File: src/rtl/alu_share_arbiter.sv
// alu_share_arbiter: round-robin share of one ALU; ports: req_* valid/ready/op/a/b per requester, alu_* registered ALU drive and result, rsp_* one-hot valid/ready with shared data/zero/err
module alu_share_arbiter #(
  parameter int NUM_REQ    = 2,
  parameter int DATA_WIDTH = 32,
  parameter int IDX_W      = 3
) (
  input  logic                          clk,
  input  logic                          reset,
  input  logic [NUM_REQ-1:0]            req_valid,
  output logic [NUM_REQ-1:0]            req_ready,
  input  logic [3*NUM_REQ-1:0]          req_op,
  input  logic [DATA_WIDTH*NUM_REQ-1:0] req_a,
  input  logic [DATA_WIDTH*NUM_REQ-1:0] req_b,
  output logic [2:0]                    alu_operation,
  output logic [DATA_WIDTH-1:0]         alu_a,
  output logic [DATA_WIDTH-1:0]         alu_b,
  input  logic [DATA_WIDTH-1:0]         alu_result,
  input  logic                          alu_zero,
  output logic [NUM_REQ-1:0]            rsp_valid,
  input  logic [NUM_REQ-1:0]            rsp_ready,
  output logic [DATA_WIDTH-1:0]         rsp_data,
  output logic                          rsp_zero,
  output logic                          rsp_err
);
  typedef enum logic [1:0] {IDLE, EXEC, RESP} state_t;
  state_t state, state_n;
  logic [IDX_W-1:0] rr_ptr, gnt, gnt_q, hi, lo;
  logic hi_any, any, req_hs, rsp_hs, legal;
  logic [2:0] sel_op, op_q;
  logic [DATA_WIDTH-1:0] sel_a, sel_b, a_q, b_q, data_q;
  logic zero_q, err_q;
  always_comb begin
    hi = '0;
    lo = '0;
    hi_any = 1'b0;
    any = 1'b0;
    sel_op = '0;
    sel_a = '0;
    sel_b = '0;
    for (int i = NUM_REQ - 1; i >= 0; i--) begin
      if (req_valid[i]) begin
        lo = IDX_W'(i);
        any = 1'b1;
        if (IDX_W'(i) >= rr_ptr) begin
          hi = IDX_W'(i);
          hi_any = 1'b1;
        end
      end
    end
    gnt = hi_any ? hi : lo;
    for (int i = 0; i < NUM_REQ; i++) begin
      if (gnt == IDX_W'(i)) begin
        sel_op = req_op[3*i +: 3];
        sel_a = req_a[DATA_WIDTH*i +: DATA_WIDTH];
        sel_b = req_b[DATA_WIDTH*i +: DATA_WIDTH];
      end
    end
  end
  assign req_ready = (state == IDLE && any && !reset) ? NUM_REQ'(1) << gnt : '0;
  assign rsp_valid = (state == RESP && !reset) ? NUM_REQ'(1) << gnt_q : '0;
  assign req_hs = |(req_ready & req_valid);
  assign rsp_hs = |(rsp_valid & rsp_ready);
  assign legal = sel_op <= 3'd4;
  always_comb begin
    state_n = state;
    if (state == IDLE && req_hs) state_n = legal ? EXEC : RESP;
    else if (state == EXEC) state_n = RESP;
    else if (state == RESP && rsp_hs) state_n = IDLE;
  end
  always_ff @(posedge clk) begin
    if (reset) begin
      state <= IDLE;
      rr_ptr <= '0;
      gnt_q <= '0;
      op_q <= 3'b111;
      a_q <= '0;
      b_q <= '0;
      data_q <= '0;
      zero_q <= 1'b0;
      err_q <= 1'b0;
    end else begin
      state <= state_n;
      if (req_hs) begin
        gnt_q <= gnt;
        if (legal) begin
          op_q <= sel_op;
          a_q <= sel_a;
          b_q <= sel_b;
        end else begin
          data_q <= '0;
          zero_q <= 1'b0;
          err_q <= 1'b1;
        end
      end
      if (state == EXEC) begin
        data_q <= alu_result;
        zero_q <= alu_zero;
        err_q <= 1'b0;
      end
      if (rsp_hs) rr_ptr <= (gnt_q == IDX_W'(NUM_REQ - 1)) ? '0 : gnt_q + 1'b1;
    end
  end
  assign alu_operation = op_q;
  assign alu_a = a_q;
  assign alu_b = b_q;
  assign rsp_data = data_q;
  assign rsp_zero = zero_q;
  assign rsp_err = err_q;
endmodule

File: config.mk
export PLATFORM = sky130hd
export DESIGN_NAME = alu_share_arbiter
export DESIGN_NICKNAME = d
export VERILOG_FILES = /design/src/rtl/alu_share_arbiter.sv
export SDC_FILE = /design/constraint.sdc
export NUM_CORES = 1
export LEC_CHECK = 0
export CAP_MARGIN = 20
export CORE_ASPECT_RATIO = 1.1
export CORE_MARGIN = 2
export CORE_UTILIZATION = 39
export DETAILED_ROUTE_END_ITERATION = 10
export GPL_TIMING_DRIVEN = 0
export PLACE_DENSITY = 0.82
export SYNTH_ARGS = -nofsm -noshare
export SYNTH_HDL_FRONTEND = slang
export SYNTH_SLANG_ARGS = --single-unit
File: constraint.sdc
create_clock -name clk -period 2.5 [get_ports clk]
set_input_delay 0.375 -clock clk [delete_from_list [all_inputs] [get_ports clk]]
set_output_delay 0.375 -clock clk [all_outputs]
set_load 0.005 [all_outputs]
==> results.md, run 1 <==
- Final Hold Fails: 0
- WL/cell: 16.7 um
- FFs w/ async S/R, synth: 0%
- Top post-synthesis cells by count: mux2i_1, dfxtp_1, nand2b_1, a32o_1, clkbuf_1
- Critical path buffers and inverters: 2
- PwrDens: 588 nW/um^2
- Post-synth top flop: dfxtp_1
- Synthesized area: 4560 um^2
- Mapped Cells: 407
- Most common cell in the synthesized netlist: mux2i_1
- Vias in the first global route: 4481
- Final ANT Viol Nets: 0
- Total wire length: 14.2 mm
- Worst hold path class: register to register
- Remaining Overflow, GRT: 0
- Crit path DAT: 2020 ps
- Layout cell share with drive strength beyond 1: 5.14%
- Post-Layout Cell Count: 851
- Critical path data required time: 2120 ps
- CTS Buffer Depth: 2
- Placed Cells: 834
- Max Clk Rate: 0.418 GHz
- DRC: 0
- Setup TNS: 0 ps
- Sequential Power Share: 42.7%
- HPWL Detailed: 11.5 mm
- Cts hold-fix bufs: 0
- Nets: 868
- First-pass GRT wire length: 21.9 mm
- Outcome: completed
- Clock transition at path regs: 70 ps
- Core area: 11400 um^2
- Synth top area cells: dfxtp_1, mux2i_1, nand2b_1, a32o_1, clkbuf_1
- CP Cell Sequence: clkdlybuf4s50_1, o21bai_1, or3_1, nor2_1, clkdlybuf4s50_1
- Peak VDD IR: 0.391 mV
- Die ar.: 12600 um^2
- Initial antenna violation count: 1
- Clk_lat worst skew: 340 ps
- CTS tree: yes
- CP dominant cell by count: clkdlybuf4s50_1
- Top cell type by total area after synthesis: dfxtp_1
- RSZ-0062 raised after global routing: false
- Final setup vio count: 0
- CP max stage delay: 540 ps
- Post-route cell area: 7840 um^2
- Worst slew pin tran: 619 ps
- Largest net degree at the start of global routing: 19
- Max Slew Vio Count: 0
- Worst-path fanout max: 3
- Clock Skew: 6.29 ps
- Routability Congestion: 0.796
- Root buffer cell: clkbuf_16
- Initial Utilization: 39.9%
- Yosys top cell area share: 46.1%
- Crit start category: input port
- Post-DP Area: 7520 um^2
- Die X: 107 um
- P_sw: 1.17 mW
- Slew HR: 58.7%
- PortBufs: 277
- Setup bufs post-CTS: 0
- Final worst-path cycle share: 95.7%
- Clock power frac: 30.8%
- Cell Rows: 41
- Yosys warnings: 0
- MaxCap Viol Count: 0
- Tmin final: 2390 ps
- Sequential area share after synthesis: 46.1%
- DR vias: 4219
- Die Ht: 117 um
- Io pins: 278
- Switch share: 25.4%
- Fillers: 887
- Lkg Pwr: 3.51 nW
- Mapped Avg Cell Area: 11.2 um^2
- Gate power share: 26.6%
- First-pass DRT Iterations: 4
- CP top delay family: buffers and inverters
- Internal power: 3.44 mW
- #FFs+latches synth: 105
- Syn Nets: 580
- Netlist cell types: 25
- Clock buffer count from CTS: 9
- Total Power: 4.61 mW
- Area Growth Syn to Fin: 71.8%
- Iter 0 DRT Violations: 101
- Setup crit end kind: primary output
- Vias per Instance: 4.96
- Total track usage: 22.0%
- Crit Path Class: input port to primary output
- Total number of H-tree levels: 3
- Clk sinks: 105
- Post-synth EDFFs: 0
- Crit-path slowest cell: clkdlybuf4s50_1
final cells by class:
| class | count | area [um^2] | share of cell area (%) |
|---|---|---|---|
| Antenna cell | 1 | 2.50 | 0.0319 |
| Tap cell | 150 | 188 | 2.39 |
| Buffer | 33 | 179 | 2.28 |
| Clock inverter | 7 | 80.1 | 1.02 |
| Timing Repair Buffer | 277 | 2780 | 35.4 |
| Inverter | 3 | 11.3 | 0.144 |
| Sequential cell | 105 | 2100 | 26.8 |
| Multi-Input combinational cell | 266 | 2270 | 29.0 |
| Clock buffer | 9 | 225 | 2.87 |
final timing paths:
path	startpoint	end	slack, ps	depth (start not counted)
worst min register to register	rsp_err$_SDFFE_PP0P_	rsp_err$_SDFFE_PP0P_	460	2
worst min-delay path	rsp_err$_SDFFE_PP0P_	rsp_err$_SDFFE_PP0P_	460	2
worst max-delay path	req_valid[0]	req_ready[0]	110	5
worst max register to register	rr_ptr[0]$_SDFFE_PP0N_	alu_a[9]$_SDFFE_PP0P_	700	6
metal layers:
metal / track usage (%) / vias to the layer above / part of all wire, %
met5: 0 / - / 0
met4: 8.52 / 0 / 2.3
met3: 7.78 / 23 / 9.6
met2: 40.3 / 195 / 51
met1: 22.4 / 1965 / 37
li1: - / 2036 / -
cell usage in the layout, fill, tap and decap left out, types with 2 or more instances in the layout:
cell             synthesis  routed
clkinvlp_4               0       2
buf_2                   11      11
inv_1                    3       3
clkinv_4                 0       3
o21ai_0                  2       2
a21o_1                   2       2
a32o_1                  33      33
a21oi_1                  6       6
mux2i_1                135     135
clkbuf_16                0       9
buf_4                    3       3
nand2_1                  6       6
nor2_1                   4       4
and2_1                   2       2
clkbuf_1                15      15
dfxtp_1                105     105
buf_6                    4       4
clkdlybuf4s50_1          0     276
nand2b_1                65      65
kinds of logic after synthesis:
| family | count (synthesis) | share of synthesized area [%] |
|---|---|---|
| simple gates | 85 | 11.2 |
| mux | 135 | 29.6 |
| flops | 105 | 46.1 |
| compound gates | 46 | 8.97 |
| buf+inv | 36 | 4.17 |
registers in the layout, indices dropped and copies added, names as in the netlist:
name,cells
alu_a,32
alu_b,32
alu_operation,3
gnt_q,1
rr_ptr,1
rsp_data,32
rsp_err,1
rsp_zero,1
state,2
tightest hold or removal path, cell delays in order (launching register included):
cell	delay [ps]
dfxtp_1	310
inv_1	40
a21boi_0	60
power groups by stage:
stage	clock network [mW]	logic [mW]	registers, mW
floorplan	0	0.461	2.01
global placement	0	1.21	1.99
detailed placement	0	1.23	2.00
CTS	1.46	1.24	1.97
global route	1.53	1.32	1.99
finish	1.42	1.23	1.97
stage by stage:
stage | util, % | hold slack [ps] | setup WS (ps)
global route | 68.5 | 491 | 48.0
global placement | 65.8 | 445 | 93.7
CTS | 68.4 | 466 | 78.0
floorplan | - | 444 | 909
finish | 68.5 | 459 | 107
detailed placement | 65.8 | 448 | 68.4
timing repair:
action,4_1_cts,5_1_grt
endpoints found under the setup margin,0,2
gates resized for setup,0,2
hold endpoints to repair,0,0
Power figures use the tool's default switching activity.
==> run 2, diff against run 1 <==
- CORE_ASPECT_RATIO: 1.1 -> not set
==> run 2 against run 1 <==
Compared with the run above:
- sequential cell count did not move
- sequential power hardly changed
- register-to-register slack worse by 30 ps
- highest routed layer unchanged
- clock skew barely moved
- die area hardly changed
- final cell count down 0.94%
- first-iteration DRC count grew 52%
- clock power increased by 3%
- worst hold slack improved by 4.9 ps
- via count is 0.31% higher
- utilization grew 0.11 points
- sequential share of layout area about the same
==> results.md, run 2 (same netlist as run 1, synthesis figures left out) <==
- Cts hold-fix bufs: 0
- Clock power frac: 31.4%
- Reg2reg start: rr_ptr[0]$_SDFFE_PP0N_
- Clock Skew: 6.69 ps
- Clock buffer count from CTS: 9
- Vias in the first global route: 4511
- Root buffer cell: clkbuf_16
- Metal-1 WL: 5.46 mm
- Critical path data required time: 2120 ps
- Total number of H-tree levels: 3
- Worst hold path class: register to register
- First-pass DRT Iterations: 4
- Max Clk Rate: 0.423 GHz
- Vias per Instance: 5.02
- Internal power: 3.49 mW
- Crit start category: input port
- Total Power: 4.66 mW
- Sequential Power Share: 42.2%
- Area Growth Syn to Fin: 71.7%
- Initial Utilization: 40.0%
- R2R cell count: 6
- First-pass GRT wire length: 23.2 mm
- Final ANT Viol Nets: 0
- Critical path buffers and inverters: 2
- CP Cell Sequence: clkdlybuf4s50_1, o21bai_1, or3_1, nor2_1, clkdlybuf4s50_1
- Largest net degree at the start of global routing: 18
- Worst-path fanout max: 3
- Worst slew pin tran: 681 ps
- Clk_lat worst skew: 340 ps
- CTS tree: yes
- Iter 0 DRT Violations: 154
- Max Slew Vio Count: 0
- Die Ht: 112 um
- DR vias: 4232
- Commonest non-fill, non-tap cells in the layout: clkdlybuf4s50_1, mux2i_1, dfxtp_1
- Remaining Overflow, GRT: 0
- Outcome: completed
- Worst hold path stage count: 2
- Initial antenna violation count: 0
- Placed Cells: 827
- PortBufs: 277
- Setup crit end kind: primary output
- Hold path startpoint: rsp_err$_SDFFE_PP0P_
- CP max stage delay: 530 ps
- Nets: 868
- Clock transition at path regs: 70 ps
- Clk sinks: 105
- Crit path DAT: 1990 ps
- CP dominant cell by count: clkdlybuf4s50_1
- R2R Path End: alu_a[28]$_SDFFE_PP0P_
- DR top layer: met4
- Tmin final: 2360 ps
- Switch share: 25.0%
- Commonest non-fill, non-tap cell in the layout: clkdlybuf4s50_1
- Cell Rows: 39
- Final worst-path cycle share: 94.5%
- Lkg Pwr: 3.52 nW
- Final setup vio count: 0
- RSZ-0062 raised after global routing: false
- Hold path endpoint: rsp_err$_SDFFE_PP0P_
- Area of the multi-input gates: 2270 um^2
- Reg2reg setup slack: 670 ps
- Met3 Wirelength: 1.16 mm
- CTS Buffer Depth: 2
- CP top delay family: buffers and inverters
- Routability Congestion: 0.801
- Met2 wire length: 7.53 mm
- PwrDens: 595 nW/um^2
- Crit Path Class: input port to primary output
- Total wire length: 14.6 mm
- Io pins: 278
- WL/cell: 17.3 um
- Final Hold Fails: 0
- Fillers: 915
- MaxCap Viol Count: 0
- Layout cell share with drive strength beyond 1: 5.14%
- Reg area: 2100 um^2
- Die ar.: 12600 um^2
- P_sw: 1.17 mW
- Peak VDD IR: 0.499 mV
- Diode count: 0
- Post-CTS Resized: 0
- DRC: 0
- Slew HR: 54.5%
- Total track usage: 23.0%
- Core area: 11400 um^2
- Gate power share: 26.4%
- Die X: 112 um
- Post-Layout Cell Count: 843
- Crit-path slowest cell: clkdlybuf4s50_1
- Setup bufs post-CTS: 0
- HPWL Detailed: 11.6 mm
-- run 2: changes by cell type in the layout (fill, tap and decap cells not counted), sizes merged --
cell / previous run / this run
clkinvlp: 2 / 0
clkbuf: 24 / 26
diode: 1 / 0
-- run 2: worst max-delay path by stage --
stage / from / depth (start not counted) / endpoint
3_5_place_dp: reset / 5 / rsp_data[16]$_SDFFE_PP0P_
6_report: req_valid[0] / 5 / req_ready[0]
4_1_cts: req_valid[1] / 5 / req_ready[0]
2_1_floorplan: state[0]$_SDFFE_PP0P_ / 6 / rsp_data[13]$_SDFFE_PP0P_
3_3_place_gp: req_valid[1] / 5 / req_ready[0]
5_1_grt: req_valid[0] / 5 / req_ready[0]
-- run 2: layout make-up --
class / instances / area share [%]
tap: 143 / 2.28
multi-input combinational: 266 / 29.0
timing repair buffer: 277 / 35.4
buffer: 33 / 2.28
clock buffer: 11 / 3.23
sequential: 105 / 26.8
clock inverter: 5 / 0.782
inverter: 3 / 0.144
-- run 2: power groups by stage --
stage | clock, mW | sequential, mW | combinational (mW)
after global placement | 0 | 1.99 | 1.21
after global routing | 1.55 | 1.99 | 1.33
after detailed placement | 0 | 2.00 | 1.24
after floorplan | 0 | 2.01 | 0.461
final | 1.46 | 1.97 | 1.23
after CTS | 1.50 | 1.97 | 1.25
-- run 2: through the flow --
stage                     area [um^2]  hold WS (ps)  util [%]  setup slack [ps]  setup TNS, ps
final                            7840           464      68.6               137              0
after global routing             7840           498      68.6              51.5              0
after CTS                        7830           468      68.6              67.5              0
after detailed placement         7510           451      65.8             -5.71          -5.71
after global placement           7510           445      65.8              91.8              0
after floorplan                  4560           444         -               909              0
-- run 2: worst register-to-register path, stage by stage (launching register included) --
cell      delay (ps)
dfxtp_1          330
nand2b_1         190
nand2_1          130
buf_2            320
buf_2            380
mux2i_1          280
mux2i_1           90
-- run 2: layer usage --
metal	vias up	track usage, %
met5	-	0
met4	0	8.46
met3	28	6.53
met2	173	42.5
met1	1988	25.0
li1	2043	-
==> run 3, diff against run 2 <==
- CORE_ASPECT_RATIO: not set -> 1.5
- CORE_MARGIN: 2 -> 4
==> run 3 against run 2 <==
Compared with the run above:
- final cell count rose by 0.83%
- critical path depth did not move
- utilization fell by 0.33 points
- critical path type unchanged
- largest cell class unchanged
- combinational power barely moved
- largest power group unchanged
- wire length rose by 8.1%
==> results.md, run 3 (same netlist as run 1, synthesis figures left out) <==
- First-pass GRT wire length: 23.5 mm
- Commonest non-fill, non-tap cell in the layout: clkdlybuf4s50_1
- Critical path data required time: 2120 ps
- Total wire length: 15.8 mm
- Io pins: 278
- Worst hold path class: register to register
- Lkg Pwr: 3.52 nW
- Hold path startpoint: rsp_err$_SDFFE_PP0P_
- Die ar.: 13500 um^2
- Core area: 11500 um^2
- HPWL Detailed: 12.9 mm
- Largest net degree at the start of global routing: 18
- Setup bufs post-CTS: 0
- CTS Buffer Depth: 2
- Crit Path Class: input port to primary output
- Outcome: completed
- Clk_lat worst skew: 340 ps
- Diode count: 0
- Routability Congestion: 0.844
- Worst slew pin tran: 710 ps
- Worst hold path stage count: 2
- Root buffer cell: clkbuf_16
- CP max stage delay: 540 ps
- Total number of H-tree levels: 3
- Post-CTS Resized: 0
- Commonest non-fill, non-tap cells in the layout: clkdlybuf4s50_1, mux2i_1, dfxtp_1
- Clk sinks: 105
- Tmin final: 2420 ps
- Final setup vio count: 0
- Max Slew Vio Count: 0
- Cell Rows: 48
- Final Hold Fails: 0
- PnR worst setup slack: 81.0 ps
- First-pass DRT Iterations: 4
- Crit path DAT: 2040 ps
- Critical path buffers and inverters: 2
- Max Clk Rate: 0.413 GHz
- PortBufs: 277
- Initial antenna violation count: 0
- Pre-CTS WS: -28.8 ps
- Iter 0 DRT Violations: 123
- Final worst-path cycle share: 96.8%
- WL/cell: 18.5 um
- Worst-path fanout max: 3
- R2R cell count: 6
- CTS tree: yes
- Layout cell share with drive strength beyond 1: 5.14%
- Remaining Overflow, GRT: 0
- Reg area: 2100 um^2
- CP Cell Sequence: clkdlybuf4s50_1, o21bai_1, or3_1, nor2_1, clkdlybuf4s50_1
- Crit start category: input port
- Area Growth Syn to Fin: 71.7%
- Peak VDD IR: 0.442 mV
- Nets: 868
- Vias per Instance: 5.04
- PwrDens: 593 nW/um^2
- Clock Skew: 10.2 ps
- Clock transition at path regs: 70 ps
- Initial Utilization: 39.8%
- Final ANT Viol Nets: 0
- DRC: 0
- Die Ht: 140 um
- Area of the multi-input gates: 2270 um^2
- Setup crit end kind: primary output
- CP dominant cell by count: clkdlybuf4s50_1
- Die X: 96.3 um
- Clock buffer count from CTS: 9
- Slew HR: 52.6%
- DR vias: 4286
- Total Power: 4.64 mW
- Total track usage: 22.6%
- RSZ-0062 raised after global routing: false
- Hold path endpoint: rsp_err$_SDFFE_PP0P_
- Cts hold-fix bufs: 0
- Reg2reg start: rr_ptr[0]$_SDFFE_PP0N_
- R2R Path End: alu_a[10]$_SDFFE_PP0P_
- Reg2reg setup slack: 530 ps
- Fillers: 885
- Vias in the first global route: 4752
- MaxCap Viol Count: 0
- CP top delay family: buffers and inverters
- Crit-path slowest cell: clkdlybuf4s50_1
run 3: report_power, final:
part	leakage, nW	internal [mW]	total (mW)	switching, mW
Sequential	0.861	1.86	1.97	0.104
Combinational	2.51	0.794	1.25	0.455
Clock	0.149	0.808	1.43	0.621
run 3: layer usage:
| layer | part of all wire [%] | global-route usage [%] | vias to the layer above | wire (um) |
|---|---|---|---|---|
| li1 | - | - | 2034 | - |
| met1 | 32 | 21.2 | 2000 | 5080 |
| met2 | 53 | 42.1 | 218 | 8400 |
| met3 | 12 | 9.24 | 34 | 1830 |
| met4 | 2.9 | 8.57 | 0 | 450 |
| met5 | 0 | 0 | - | 0 |
run 3: worst register-to-register path, stage by stage (launching register included):
cell and delay [ps]:
dfxtp_1 340, nand2b_1 190, nand2_1 150, buf_2 300, buf_2 370, mux2i_1 380, mux2i_1 120
run 3: worst max path at each step:
stage | start | end | slack, ps | cells past startpoint
6_report | req_valid[0] | req_ready[0] | 80 | 5
3_5_place_dp | reset | rsp_data[22]$_SDFFE_PP0P_ | -30 | 5
2_1_floorplan | state[0]$_SDFFE_PP0P_ | rsp_data[13]$_SDFFE_PP0P_ | 910 | 6
4_1_cts | req_valid[1] | req_ready[0] | 40 | 5
5_1_grt | req_valid[0] | req_ready[0] | 20 | 5
3_3_place_gp | reset | rsp_data[23]$_SDFFE_PP0P_ | 50 | 5
run 3: cell type report:
class                      instances  area share [%]
clock inverter                     6           0.831
multi-input combinational        266            29.0
timing repair buffer             277            35.4
buffer                            33            2.28
inverter                           3           0.144
clock buffer                      10            3.05
sequential                       105            26.8
tap                              150            2.40
run 3: stage by stage:
step | cell area [um^2] | TNS, ps | utilization, % | hold WS [ps] | std cells
after floorplan | 4560 | 0 | - | 444 | 407
after global placement | 7520 | 0 | 65.6 | 449 | 834
after detailed placement | 7520 | -169 | 65.6 | 456 | 834
after CTS | 7830 | 0 | 68.2 | 467 | 850
after global routing | 7830 | 0 | 68.3 | 498 | 850
final | 7830 | 0 | 68.3 | 464 | 850
==> RTL change 1 (flow settings as in run 1) <==
Set the parameter `DATA_WIDTH` to 28 (it was 32).
--- a/src/rtl/alu_share_arbiter.sv
+++ b/src/rtl/alu_share_arbiter.sv
@@ -3,3 +3,3 @@
   parameter int NUM_REQ    = 2,
-  parameter int DATA_WIDTH = 32,
+  parameter int DATA_WIDTH = 28,
   parameter int IDX_W      = 3
Ports: changed (6 resized); port bits go from 278 to 246. No check against the original RTL was run, so the function may have changed too.
==> RTL change 1 against run 1 <==
- design area is 11% lower
- utilization is 0.72 points lower
- synthesized cell count is 11% lower
- sequential share of layout area hardly changed
- sequential power is 14% lower
- largest cell class unchanged
- critical path type unchanged
- power is 13% lower
- worst hold slack better by 0.012 ns
- count of clock-buffer cells in the layout stayed put
- wire length is 12% lower
- sequential cell count is 12 lower
- worst setup slack worse by 0.065 ns
- cell count is 13% lower
- clock skew is 0.0050 ns higher
- area after synthesis is 11% lower
==> RTL change 1: results (changes against run 1) <==
metric,value,unit,change
synth_common_cells,"mux2i_1 (120), dfxtp_1 (93), nand2b_1 (57)",,
synth.distinct_cells,23,,-8.0%
insertedDiodeCount,0,,-1
ir_worst_vdd,394,uV,+0.61%
wl_per_cell,16.7,um,+0.16%
grt_antenna_before_repair,0,,-1
syn-num-nets,514,,-11%
drt_first_pass_iters,4,,unchanged
grt_usage,21.9,%,-0.053 points
via_count,3728,,-12%
yosysWarnings,0,,unchanged
final_nets,769,,-11%
reg2reg_depth,5,,-1
syn-mean-instance-area,11.2,um^2,about the same
seq_area_frac_synth,46.0,%,-0.053 points
synthTopCellsByArea,"dfxtp_1 (46%), mux2i_1 (30%), nand2b_1 (8.8%), a32o_1 (7.2%), clkbuf_1 (1.9%)",,
synth_most_common_cell,mux2i_1,,
grt_max_degree,20,,+1
finClkSkew,0.0113,ns,+0.00503 ns
drt-initial-drc-count,129,,+28%
hold_depth,2,,unchanged
p_leak,3.09,nW,-12%
grt_pass1_wl,19300,um,-12%
hpwl,9880,um,-14%
r2r_slack,0.57,ns,-0.13 ns
cp_max_fo,5,,+2
max_slew_margin,50.2,%,-8.4 points
holdWs,0.471,ns,+0.0117 ns
rows,39,,-4.9%
vias_per_cell,5.01,,+1.1%
grt_pass1_vias,3958,,-12%
timing.rr.start,state[0],,
drive_above_1_share,4.35,%,-0.80 points
reg2reg_to,alu_a[3],,
dpl.cell_count,729,,-13%
io_buffers,245,,-12%
status,"finished, final reports clean",,
-- RTL change 1: cell count changes in the layout (fill, tap and decap cells not counted), moves of 3 or more --
cell,before,now
nand2b_1,65,57
clkdlybuf4s50_1,276,244
clkbuf_1,15,19
nand2_1,6,3
dfxtp_1,105,93
nor2_1,4,7
buf_2,11,0
inv_6,1,4
buf_6,4,7
mux2i_1,135,120
a32o_1,33,29
-- RTL change 1: cell families after synthesis --
group	count (synthesis)	share of synthesized area, %
mux	120	29.7
flops	93	46.0
simple gates	77	11.4
compound gates	40	8.75
buf+inv	31	4.11
-- RTL change 1: critical path: stages --
cell and delay, ns:
clkdlybuf4s50_1 0.50, or4_4 0.54, nor2_1 0.15, clkdlybuf4s50_1 0.52
-- RTL change 1: report_power, final --
part / internal, mW / leakage [nW] / switching, mW
sequential: 1.62 / 0.763 / 0.0778
combinational: 0.644 / 2.18 / 0.345
clock: 0.698 / 0.139 / 0.629
-- RTL change 1: timing repair --
| action | CTS | global route |
|---|---|---|
| cloned | 0 | 0 |
| buffers inserted | 0 | 0 |
| gates resized for setup | 2 | 2 |
| endpoints found under the setup margin | 1 | 2 |
-- RTL change 1: metal layers --
metal / routed length, um / track usage [%] / part of all wire [%] / up-vias
met1: 4710 / 23.1 / 38 / 1758
li1: - / - / - / 1808
met5: 0 / 0 / 0 / -
met4: 291 / 8.47 / 2.3 / 0
met2: 6540 / 40.6 / 53 / 141
met3: 896 / 5.74 / 7.2 / 21
-- RTL change 1: final cells by class --
| cell class | count | area [um^2] |
|---|---|---|
| buffer | 28 | 161 |
| sequential | 93 | 1860 |
| fill | 814 | 3300 |
| tap | 123 | 154 |
| inverter | 2 | 7.51 |
| clock buffer | 9 | 225 |
| clock inverter | 7 | 62.6 |
| multi-input combinational | 237 | 2020 |
| timing repair buffer | 245 | 2450 |
-- RTL change 1: worst max-delay path by stage --
stage                  from      endpoint
4_1_cts        req_valid[0]  req_ready[1]
3_3_place_gp   req_valid[0]  req_ready[1]
3_5_place_dp   req_valid[0]  req_ready[1]
5_1_grt               reset  req_ready[0]
2_1_floorplan     rr_ptr[0]  req_ready[1]
6_report              reset  req_ready[0]
-- RTL change 1: metrics by stage --
stage	TNS, ns	setup WS [ns]	cell area (um^2)
global placement	-2.62	-0.712	6650
global route	0	0.0268	6950
finish	0	0.0419	6950
detailed placement	-2.47	-0.659	6650
floorplan	0	0.722	4050
CTS	0	0.0116	6940
==> RTL change 2 (config.mk and constraints of run 1) <==
Made on the original files. Encoding of `state_t`: now one-hot (3 bits for 3 states).
--- a/src/rtl/alu_share_arbiter.sv
+++ b/src/rtl/alu_share_arbiter.sv
@@ -24,3 +24,3 @@
 );
-  typedef enum logic [1:0] {IDLE, EXEC, RESP} state_t;
+  typedef enum logic [2:0] {IDLE = 3'b001, EXEC = 3'b010, RESP = 3'b100} state_t;
   state_t state, state_n;
Formal check against the unedited RTL: same outputs for any inputs over 4 cycles, from zero or initial values and one cycle with reset high; so few cycles prove little.
==> RTL change 2 against run 1 <==
- worst setup slack improved by 0.048 ns
- first-iteration DRC count rose by 12%
- design area rose by 0.21%
- die area rose by 0.56%
- wire length rose by 2.3%
- sequential cell count rose by 1
- power fell by 5.3%
- sequential share of layout area rose by 0.20 points
- area after synthesis rose by 0.58%
- utilization fell by 0.16 points
- combinational power fell by 11%
- largest cell class unchanged
==> RTL change 2: results (changes against run 1) <==
metric,value,unit,change
status,"finished, final reports clean",,
critPathLaunch,state[0],,
synth.distinct_cells,30,,+20%
switchingPower,1.13,mW,-3.6%
via_count,4225,,+0.14%
syn-num-nets,584,,+0.69%
reg2reg_to,alu_a[25],,
yosysWarnings,0,,unchanged
cts-root-buf,clkbuf_16,,
drt-initial-drc-count,113,,+12%
path_clk_slew,0.07,ns,about the same
endpoint,req_ready[1],,
hold_depth,2,,unchanged
max_slew_margin,36.6,%,-22 points
cp_max_fo,7,,+4
grt_pass1_wl,22400,um,+2.2%
grt_max_degree,19,,unchanged
hold_start,alu_a[6],,
gp_congestion,0.784,,-1.6%
ir_worst_vdd,326,uV,-17%
hold_path_end,alu_a[6],,
drive_above_1_share,4.25,%,-0.89 points
syn-mean-instance-area,11.2,um^2,-0.40%
dpl.cell_count,838,,+0.48%
dp_slack,-0.206,ns,-0.274 ns
synthTopCellsByArea,"dfxtp_1 (46%), mux2i_1 (29%), nand2b_1 (8.9%), a32o_1 (7.2%), clkbuf_1 (1.6%)",,
wl_per_cell,17.0,um,+1.5%
arrival,1.97,ns,-0.05 ns
synth_common_cells,"mux2i_1 (132), dfxtp_1 (106), nand2b_1 (65)",,
placed_cell_area,7550,um^2,+0.35%
r2r_slack,0.37,ns,-0.33 ns
htreeDepth,3,,unchanged
clock_latency,0.35,ns,
drt_first_pass_iters,4,,unchanged
p_leak,3.50,nW,-0.14%
vias_per_cell,4.93,,-0.56%
final_nets,874,,+0.69%
seq_area_frac_synth,46.3,%,+0.17 points
hpwl,11700,um,+1.6%
finClkSkew,0.00746,ns,+0.00116 ns
synthCells,411,,+0.98%
holdWs,0.476,ns,+0.0170 ns
grt_pass1_vias,4421,,-1.3%
period_needed,2.34,ns,-0.0477 ns
grt_usage,22.7,%,+0.71 points
[RTL change 2: kinds of logic (layout without fill, tap and decap cells)]
family	count (synthesis)	count (layout)	share of synthesized area, %
mux	133	133	29.0
flops	106	106	46.3
simple gates	85	85	11.3
compound gates	51	51	9.79
buf+inv	36	331	3.60
other cells	0	1	0
[RTL change 2: repair_timing]
item | 4_1_cts | 5_1_grt
pin swaps | 0 | 0
buffers inserted | 0 | 2
gates resized for setup | 1 | 1
endpoints found under the setup margin | 2 | 2
hold buffers | 0 | 0
endpoints found under the hold margin | 0 | 0
[RTL change 2: per-layer routing]
metal / part of all wire [%] / global-route usage (%)
met5: 0 / 0
met4: 1.9 / 7.29
met3: 7.6 / 6.09
met2: 53 / 42.4
met1: 38 / 24.4
[RTL change 2: power by group through the flow]
stage          clock network, mW  logic, mW  registers [mW]
3_3_place_gp                   0       1.07            1.96
3_5_place_dp                   0       1.10            1.97
4_1_cts                     1.36       1.10            1.93
6_report                    1.34       1.09            1.93
5_1_grt                     1.44       1.17            1.95
2_1_floorplan                  0      0.398            1.98
[RTL change 2: final cells by class]
type / instances / area, um^2
antenna: 1 / 2.50
fill: 937 / 3640
tap: 150 / 188
sequential: 106 / 2120
clock inverter: 6 / 50.0
multi-input combinational: 269 / 2310
buffer: 32 / 150
timing repair buffer: 279 / 2790
inverter: 4 / 15.0
clock buffer: 10 / 229
[RTL change 2: worst max-delay path, cell delays in order, from the launching register on]
cell and delay (ns):
dfxtp_1 0.46, nor4b_4 0.28, o21a_1 0.22, nand2_1 0.09
inv_1 0.06, clkdlybuf4s50_1 0.51
